## src/rtl/mlp_load_sequencer.sv

```systemverilog
// mlp_load_sequencer: streams weight words into mlp_accelerator by section/row/col, then runs one inference job.
// Optional trailer checksum over the loaded words: define LOAD_CHECKSUM_EN.
module mlp_load_sequencer #(
  parameter int IN_WIDTH = 32,
  parameter int POS_DIM  = 63,
  parameter int DIR_DIM  = 27,
  parameter int L1_UNITS = 16,
  parameter int L2_UNITS = 16,
  parameter int OUT_DIM  = 4
) (
  input  logic                clk,
  input  logic                rst,
  input  logic                go,
  input  logic                skip_load,
  input  logic                abort,
  input  logic [IN_WIDTH-1:0] s_data,
  input  logic                s_valid,
  output logic                s_ready,
  output logic                load_mode,
  output logic [15:0]         load_addr,
  output logic [IN_WIDTH-1:0] load_data,
  output logic                load_valid,
  output logic                acc_start,
  input  logic                acc_ready,
  input  logic                acc_done,
  output logic                busy,
  output logic                done,
  output logic                err,
  output logic [15:0]         word_cnt
);
  typedef enum logic [2:0] {
    IDLE,
    LOAD,
`ifdef LOAD_CHECKSUM_EN
    CHECK,
`endif
    START,
    RUN,
    DONE
  } state_t;
  state_t state_q, state_d;
  logic [3:0] sec_q, sec_d, row_q, row_d;
  logic [7:0] col_q, col_d;
  logic [15:0] cnt_q, cnt_d;
  logic [4:0] n_rows;
  logic [8:0] n_cols;
  logic col_end, row_end, last, take, in_check;
`ifdef LOAD_CHECKSUM_EN
  logic [IN_WIDTH-1:0] sum_q, sum_d;
  logic err_q, err_d;
`endif
  always_comb begin
    n_rows = sec_q == 4'd0 ? 5'(L1_UNITS) : sec_q == 4'd2 ? 5'(L2_UNITS) : sec_q == 4'd4 ? 5'(OUT_DIM) : 5'd1;
    n_cols = sec_q == 4'd0 ? 9'(POS_DIM) : (sec_q == 4'd1 || sec_q == 4'd2) ? 9'(L1_UNITS) :
             sec_q == 4'd3 ? 9'(L2_UNITS) : sec_q == 4'd4 ? 9'(L2_UNITS + DIR_DIM) : 9'(OUT_DIM);
    col_end = {1'b0, col_q} + 9'd1 == n_cols;
    row_end = {1'b0, row_q} + 5'd1 == n_rows;
    last = col_end && row_end && sec_q == 4'd5;
    take = state_q == LOAD && s_valid;
`ifdef LOAD_CHECKSUM_EN
    in_check = state_q == CHECK;
    err = err_q;
`else
    in_check = 1'b0;
    err = 1'b0;
`endif
    busy = state_q != IDLE;
    load_mode = state_q == LOAD || in_check;
    s_ready = load_mode;
    load_valid = take;
    load_data = state_q == LOAD ? s_data : '0;
    load_addr = {sec_q, row_q, col_q};
    acc_start = state_q == START;
    done = state_q == DONE;
    word_cnt = cnt_q;
  end
  always_comb begin
    state_d = state_q;
    sec_d = sec_q;
    row_d = row_q;
    col_d = col_q;
    cnt_d = cnt_q;
`ifdef LOAD_CHECKSUM_EN
    sum_d = sum_q;
    err_d = err_q;
`endif
    // The last word of section 5 rewinds the address so a later job starts clean.
    if (take) begin
      col_d = col_end ? 8'd0 : col_q + 8'd1;
      row_d = col_end ? (row_end ? 4'd0 : row_q + 4'd1) : row_q;
      sec_d = (col_end && row_end) ? (last ? 4'd0 : sec_q + 4'd1) : sec_q;
      cnt_d = cnt_q + {15'd0, ~&cnt_q};
`ifdef LOAD_CHECKSUM_EN
      sum_d = sum_q + s_data;
`endif
    end
    case (state_q)
      IDLE: if (go) begin
        state_d = skip_load ? START : LOAD;
        sec_d = '0;
        row_d = '0;
        col_d = '0;
        cnt_d = '0;
`ifdef LOAD_CHECKSUM_EN
        sum_d = '0;
        err_d = 1'b0;
`endif
      end
`ifdef LOAD_CHECKSUM_EN
      LOAD: if (take && last) state_d = CHECK;
      CHECK: if (s_valid) begin
        state_d = s_data == sum_q ? START : IDLE;
        err_d = s_data != sum_q;
      end
`else
      LOAD: if (take && last) state_d = START;
`endif
      START: if (acc_ready) state_d = RUN;
      RUN: if (acc_done) state_d = DONE;
      DONE: state_d = IDLE;
      default: state_d = IDLE;
    endcase
    // Abort wins even over a final word landing this cycle; err is left alone.
    if (abort && state_q != IDLE) begin
      state_d = IDLE;
      sec_d = '0;
      row_d = '0;
      col_d = '0;
      cnt_d = '0;
`ifdef LOAD_CHECKSUM_EN
      err_d = err_q;
`endif
    end
  end
  always_ff @(posedge clk) begin
    if (rst) begin
      state_q <= IDLE;
      sec_q <= '0;
      row_q <= '0;
      col_q <= '0;
      cnt_q <= '0;
`ifdef LOAD_CHECKSUM_EN
      sum_q <= '0;
      err_q <= 1'b0;
`endif
    end else begin
      state_q <= state_d;
      sec_q <= sec_d;
      row_q <= row_d;
      col_q <= col_d;
      cnt_q <= cnt_d;
`ifdef LOAD_CHECKSUM_EN
      sum_q <= sum_d;
      err_q <= err_d;
`endif
    end
  end
endmodule

```

## config.mk

```make
export PLATFORM = sky130hd
export DESIGN_NAME = mlp_load_sequencer
export DESIGN_NICKNAME = d
export VERILOG_FILES = /design/src/rtl/mlp_load_sequencer.sv
export SDC_FILE = /design/constraint.sdc
export NUM_CORES = 1
export LEC_CHECK = 0
export ABC_AREA = 0
export BUFFER_PORTS_ARGS = -buffer_cell sky130_fd_sc_hd__clkbuf_2
export CORE_UTILIZATION = 47
export CTS_BUF_LIST = sky130_fd_sc_hd__clkbuf_8 sky130_fd_sc_hd__clkbuf_16
export DETAILED_ROUTE_END_ITERATION = 8
export GPL_TIMING_DRIVEN = 0
export HOLD_SLACK_MARGIN = 0.1
export PLACE_DENSITY = 0.81
export SYNTH_ARGS = -nofsm -noshare
export SYNTH_HDL_FRONTEND = slang
export SYNTH_SLANG_ARGS = --single-unit
```

## constraint.sdc

```tcl
create_clock -name clk -period 2.7 [get_ports clk]
set_input_delay 0.54 -clock clk [delete_from_list [all_inputs] [get_ports clk]]
set_output_delay 0.54 -clock clk [all_outputs]
set_load 0.05 [all_outputs]
```

==> results of run 1 <==
kinds of logic after synthesis:
logic type	share of synthesized area, %
AO/OA/AOI/OAI	15.72
XOR/XNOR	9.106
adder cells (fa/ha/maj)	4.336
buffers and inverters	4.824
flip-flops	30.35
multiplexers	1.355
other	0.1624
AND/OR/NAND/NOR	34.15
repair_timing:
action	in CTS	in global routing
cloned	0	0
gates resized for setup	1	12
pin swaps	0	1
endpoints found under the setup margin	1	13
setup buffers	0	2
power by group through the flow:
| stage | Clock, mW | Combinational (mW) | Sequential [mW] |
|---|---|---|---|
| 2_1_floorplan | 0 | 0.420 | 0.555 |
| 3_3_place_gp | 0 | 0.556 | 0.551 |
| 3_5_place_dp | 0 | 0.563 | 0.552 |
| 4_1_cts | 0.475 | 0.564 | 0.539 |
| 5_1_grt | 0.500 | 0.602 | 0.542 |
| 6_report | 0.472 | 0.566 | 0.540 |
through the flow:
step,util (%),hold WS [ns],instance area [um2],setup WS (ns),setup TNS [ns]
6_report,65.77,0.4882,3107,0.1393,0
3_3_place_gp,62.36,0.4855,2945,0.06431,0
3_5_place_dp,62.36,0.4951,2945,0.05915,0
5_1_grt,65.77,0.4940,3107,-0.002675,-0.002675
4_1_cts,64.64,0.4899,3053,0.03227,0
2_1_floorplan,-,0.4771,2316,0.04841,0
path summary, 6_finish.rpt:
| kind | from | to | slack [ns] | depth (start not counted) |
|---|---|---|---|---|
| hold reg to reg | sec_q[1]$_SDFF_PP0_ | sec_q[1]$_SDFF_PP0_ | 0.50 | 2 |
| setup reg to reg | sec_q[0]$_SDFF_PP0_ | sec_q[0]$_SDFF_PP0_ | 0.14 | 8 |
| setup / recovery | sec_q[0]$_SDFF_PP0_ | sec_q[0]$_SDFF_PP0_ | 0.14 | 8 |
| hold / removal | acc_done | state_q[2]$_SDFFE_PP0P_ | 0.49 | 3 |
registers in the layout (all words and copies together) (netlist names):
signal	count
state_q	3
word_cnt	16
row_q	4
sec_q	4
col_q	8
Yosys cell counts, types with 2 or more instances:
library cell | number | area share [%]
a21oi_1 | 15 | 3.3
a221o_1 | 2 | 0.87
and2_1 | 33 | 8.9
and3_1 | 5 | 1.4
buf_2 | 2 | 0.43
buf_4 | 3 | 0.98
buf_6 | 2 | 0.98
clkbuf_1 | 6 | 0.98
dfxtp_1 | 35 | 30
ha_1 | 8 | 4.3
inv_1 | 8 | 1.3
mux2i_1 | 2 | 0.87
nand2_1 | 23 | 3.7
nand2b_1 | 4 | 1.1
nand3_1 | 12 | 2.6
nand4_1 | 6 | 1.6
nand4b_1 | 2 | 0.76
nor2_1 | 31 | 5.0
nor3_1 | 7 | 1.5
nor3b_1 | 2 | 0.65
nor4_1 | 7 | 1.9
o211ai_1 | 2 | 0.65
o21ai_0 | 7 | 1.5
o21ai_1 | 2 | 0.43
o31ai_1 | 3 | 0.98
or3_1 | 5 | 1.4
or4_1 | 3 | 0.98
xnor2_1 | 8 | 3.0
xor2_1 | 16 | 6.1
final cells by class:
class / count / area, um2 / share of cell area, %
Multi-Input combinational cell: 231 / 1533 / 49.34
Buffer: 14 / 82.58 / 2.658
Timing Repair Buffer: 111 / 560.5 / 18.04
Inverter: 8 / 30.03 / 0.9666
Clock inverter: 2 / 37.54 / 1.208
Tap cell: 67 / 83.83 / 2.698
Clock buffer: 5 / 68.82 / 2.215
Sequential cell: 35 / 710.7 / 22.88
layout by cell type, fill, tap and decap left out, types with 4 or more instances in the layout:
cell / Yosys / layout
a21oi_1: 15 / 15
and2_1: 33 / 33
and3_1: 5 / 4
buf_2: 2 / 4
buf_4: 3 / 5
clkbuf_1: 6 / 6
clkbuf_2: 0 / 108
clkbuf_8: 0 / 5
dfxtp_1: 35 / 29
dfxtp_2: 0 / 5
ha_1: 8 / 7
inv_1: 8 / 7
nand2_1: 23 / 23
nand2b_1: 4 / 4
nand3_1: 12 / 11
nand4_1: 6 / 6
nor2_1: 31 / 29
nor3_1: 7 / 7
nor4_1: 7 / 6
o21ai_0: 7 / 7
or3_1: 5 / 5
xnor2_1: 8 / 8
xor2_1: 16 / 16
per-layer routing:
layer / global-route usage, % / part of all wire, % / vias up
li1: - / - / 1251
met1: 32.56 / 47 / 1126
met2: 34.37 / 48 / 68
met3: 3.611 / 4.0 / 7
met4: 8.061 / 1.3 / 0
met5: 0 / 0 / -
worst register-to-register path: stages (launching register included):
cell	delay (ns)
dfxtp_2	0.39
inv_1	0.09
ha_1	0.29
nor2_1	0.20
nor3_1	0.09
or3_1	0.37
a221o_1	0.46
nor3_4	0.21
mux2_2	0.36
==> flow_summary.ini, run 1 <==
[timing]
tightestPinTransition_ns = 0.6997
min_period_ns = 2.561
fin_crit_sh_pct = 94.84
clock-skew-final_ns = 0.004131
clock.fmax_ghz = 0.3905
hold_viol = 0
slew_violations = 0
setup_violations = 0
maxSlewHeadroom_pct = 52.93

[clocking]
cts.sinks = 35
root_buffer = clkbuf_8
cts_buffers = 5
cts_tree = done
cts_buffer_depth = 2
h-tree-depth = 2
clk_latency_ns = 0.29
path_clk_slew_ns = 0.07
holdBufCountCts = 0

[critical_path]
cp_cell_sequence = inv_1 > ha_1 > nor2_1 > nor3_1 > or3_1 > a221o_1 > nor3_4 > mux2_2
setup.worst_path.end_class = register
critPathKind = reg -> reg
start_kind = register
crit_arrival_ns = 2.74
crit_path_max_fanout = 7
critPathTopFamily = simple AND/OR/NAND/NOR gates
slowest_stage = a221o_1
crit_required_ns = 2.88
cp.buffers_inverters = 1
max_stage_delay_ns = 0.46

[grt]
grt_pass1_vias = 2035
grt_pass1_wl_mm = 9.384
grt_overflow = 0
gr-usage-all-layers_pct = 22.69
antenna_found_initial = 0
grt_max_degree = 12

[die]
fp.dieArea_um2 = 5196
pin_count = 111
die_x_um = 72.08
die_y_um = 72.08
rows = 25
initial_core_util_pct = 48.87
coreArea_um2 = 4723

[synth]
synth-seq-area-share_pct = 30.35
synthArstFlopShare_pct = 0
synthCells = 288
yosysWarnings = 0
syn_area_um2 = 2308
synth_edf_count = 0
synth_cell_types = 56
synth_area_per_cell_um2 = 8.016
synth_ff_type = dfxtp_1
syn_nets = 336
ys_ff_latch = 35

[pwr]
clkPwrFrac_pct = 29.9
power_density_nw_per_um2 = 507.8
ir_worst_vdd_uv = 278.3
report.power.total_mw = 1.578
swShare_pct = 40.87
p_sw_uw = 644.8
internal-power_uw = 932.7
combPwrFrac_pct = 35.9
seq_power_share_pct = 34.2
leakage_nw = 1.401

[place]
gp_congestion = 0.9450
hpwl_mm = 4.698
port_buffers = 109
dp.cells = 464

[cells_and_area]
num_antenna_cells = 0
areaGrowthSynthToFinish_pct = 34.58
drive_gt1_share_pct = 36.70
fin_cells = 473
nFillCells = 419
final_nets = 454

[run]
max-cap-violations = 0

[routing]
drt_pass1_iterations = 6
wl_per_cell_um = 12.92
num_vias = 2452
wl_mm = 6.111
vias_per_cell = 5.184
drc = 0
postRouteAntennaNets = 0
drt_iter0_drc = 212

[outcome]
status = completed

[hold_path]
hold_path.class = in -> reg
No activity file was read; power rests on OpenSTA's default activity.
==> inputs of run 2 (changes only) <==
==> constraint.sdc (replaced) <==
create_clock -name clk -period 2.7 [get_ports clk]
set_input_delay 0.135 -clock clk [delete_from_list [all_inputs] [get_ports clk]]
set_output_delay 0.135 -clock clk [all_outputs]
set_load 0.05 [all_outputs]
==> run 2 against run 1 <==
Net effect:
- cell area rose by 0.20%
- global-route usage is 0.088 points higher
- worst setup slack lost 0.00069 ns
- combinational power about the same
- die area unchanged
- core utilization is 0.13 points higher
- flip-flop and latch count unchanged
- first-iteration DRC count is 25% lower
- sequential share of layout area barely moved
- via count grew 0.16%
- worst hold slack got worse by 0.32 ns
- final cell count increased by 0.21%
- critical path type unchanged
- largest cell class unchanged
- highest routed layer unchanged
==> flow_summary.ini, run 2 (synthesis gave the netlist of run 1 again) <==
[critical_path]
crit_arrival_ns = 2.74
setup.worst_path.end_class = register
crit_required_ns = 2.88
crit_path_max_fanout = 7
worst-r2r-setup-slack_ns = 0.14
critPathKind = reg -> reg
start_kind = register

[place]
gp_congestion = 0.9450
port_buffers = 109
dp.cells = 464
hpwl_mm = 4.698
place_area_um2 = 2945

[timing]
maxSlewHeadroom_pct = 53.06
tightestPinTransition_ns = 0.6976
setup_violations = 0
holdWs_ns = 0.1640
tns_ns = 0
min_period_ns = 2.561
slew_violations = 0
clock-skew-final_ns = 0.004457
fin_crit_sh_pct = 94.87
clock.fmax_ghz = 0.3904
hold_viol = 0

[cells_and_area]
drive_gt1_share_pct = 35.87
num_antenna_cells = 0
mostFrequentLayoutCells = 109 x clkbuf_2, 33 x and2_1, 30 x nor2_1
largest_reg_flops = 16
final_common_cell = clkbuf_2
areaGrowthSynthToFinish_pct = 34.85
fin_cells = 474
finalInstanceArea_um2 = 3113
final_nets = 455

[die]
fp.dieArea_um2 = 5196
coreArea_um2 = 4723
initial_core_util_pct = 48.87
die_x_um = 72.08
die_y_um = 72.08
pin_count = 111
rows = 25

[clocking]
cts_tree = done
cts_buffers = 5
root_buffer = clkbuf_8
cts.sinks = 35
h-tree-depth = 2
cts_buffer_depth = 2
clk_latency_ns = 0.29
path_clk_slew_ns = 0.07

[pwr]
leakage_nw = 1.403
power_density_nw_per_um2 = 506.4
ir_worst_vdd_uv = 277.4

[hold_path]
hold_path.class = in -> reg

[routing]
num_vias = 2456
drt_pass1_iterations = 4
met3_length_um = 250
drt-met1-wl_mm = 2.851
vias_per_cell = 5.181
wl_mm = 6.121
drc = 0
wl_per_cell_um = 12.91
wl_met2_mm = 2.940
drt_iter0_drc = 160
postRouteAntennaNets = 0
top_layer_used = met4

[grt]
antenna_found_initial = 0
grt_pass1_vias = 2041
grt_pass1_wl_mm = 9.425
gr-usage-all-layers_pct = 22.78
grt_max_degree = 12
grt_overflow = 0

[run]
max-cap-violations = 0

[outcome]
status = completed
run 2: final timing paths:
path                            depth (start not counted)                 from                       to
worst max-delay path                                    8  sec_q[0]$_SDFF_PP0_      sec_q[0]$_SDFF_PP0_
worst min-delay path                                    3                  rst  state_q[2]$_SDFFE_PP0P_
worst max register to register                          8  sec_q[0]$_SDFF_PP0_      sec_q[0]$_SDFF_PP0_
worst min register to register                          2  sec_q[1]$_SDFF_PP0_      sec_q[1]$_SDFF_PP0_
run 2: layout make-up:
cell class	instances	area [um2]
inverters	8	30.03
clock inverters	2	37.54
well taps	67	83.83
repair buffers	112	570.5
flip-flops and latches	35	710.7
fillers	417	1610
clock buffers	5	68.82
multi-input cells	231	1530
plain buffers	14	81.33
run 2: power breakdown:
| group | total (mW) | switching (mW) | internal (mW) |
|---|---|---|---|
| sequential | 0.539 | 0.0150 | 0.524 |
| combinational | 0.566 | 0.427 | 0.139 |
| clock | 0.472 | 0.202 | 0.270 |
| total | 1.58 | 0.644 | 0.932 |
run 2: critical path: stages, from the launching register on:
cell and delay, ns:
dfxtp_2 0.39, inv_1 0.09, ha_1 0.29, nor2_1 0.20, nor3_1 0.09, a2111o_1 0.40, a221o_1 0.43, nor3_4 0.21
mux2_2 0.35
run 2: routing by layer:
metal / global-route usage (%) / vias up
met5: 0 / -
met4: 8.061 / 0
met3: 3.611 / 7
met2: 34.58 / 76
met1: 32.64 / 1120
li1: - / 1253
run 2: through the flow:
step	total power, mW	util (%)	worst slack, ns
after floorplan	0.9750	-	0.04841
after global placement	1.108	62.36	0.06431
after detailed placement	1.114	62.36	0.05915
after CTS	1.579	64.82	0.03227
after global routing	1.643	65.91	-0.002675
final	1.577	65.91	0.1386
run 2: what timing repair did:
action | CTS | global route
hold buffers | 1 | 0
buffers inserted | 0 | 2
endpoints found under the setup margin | 0 | 6
gates resized for setup | 0 | 9
hold endpoints to repair | 1 | 0
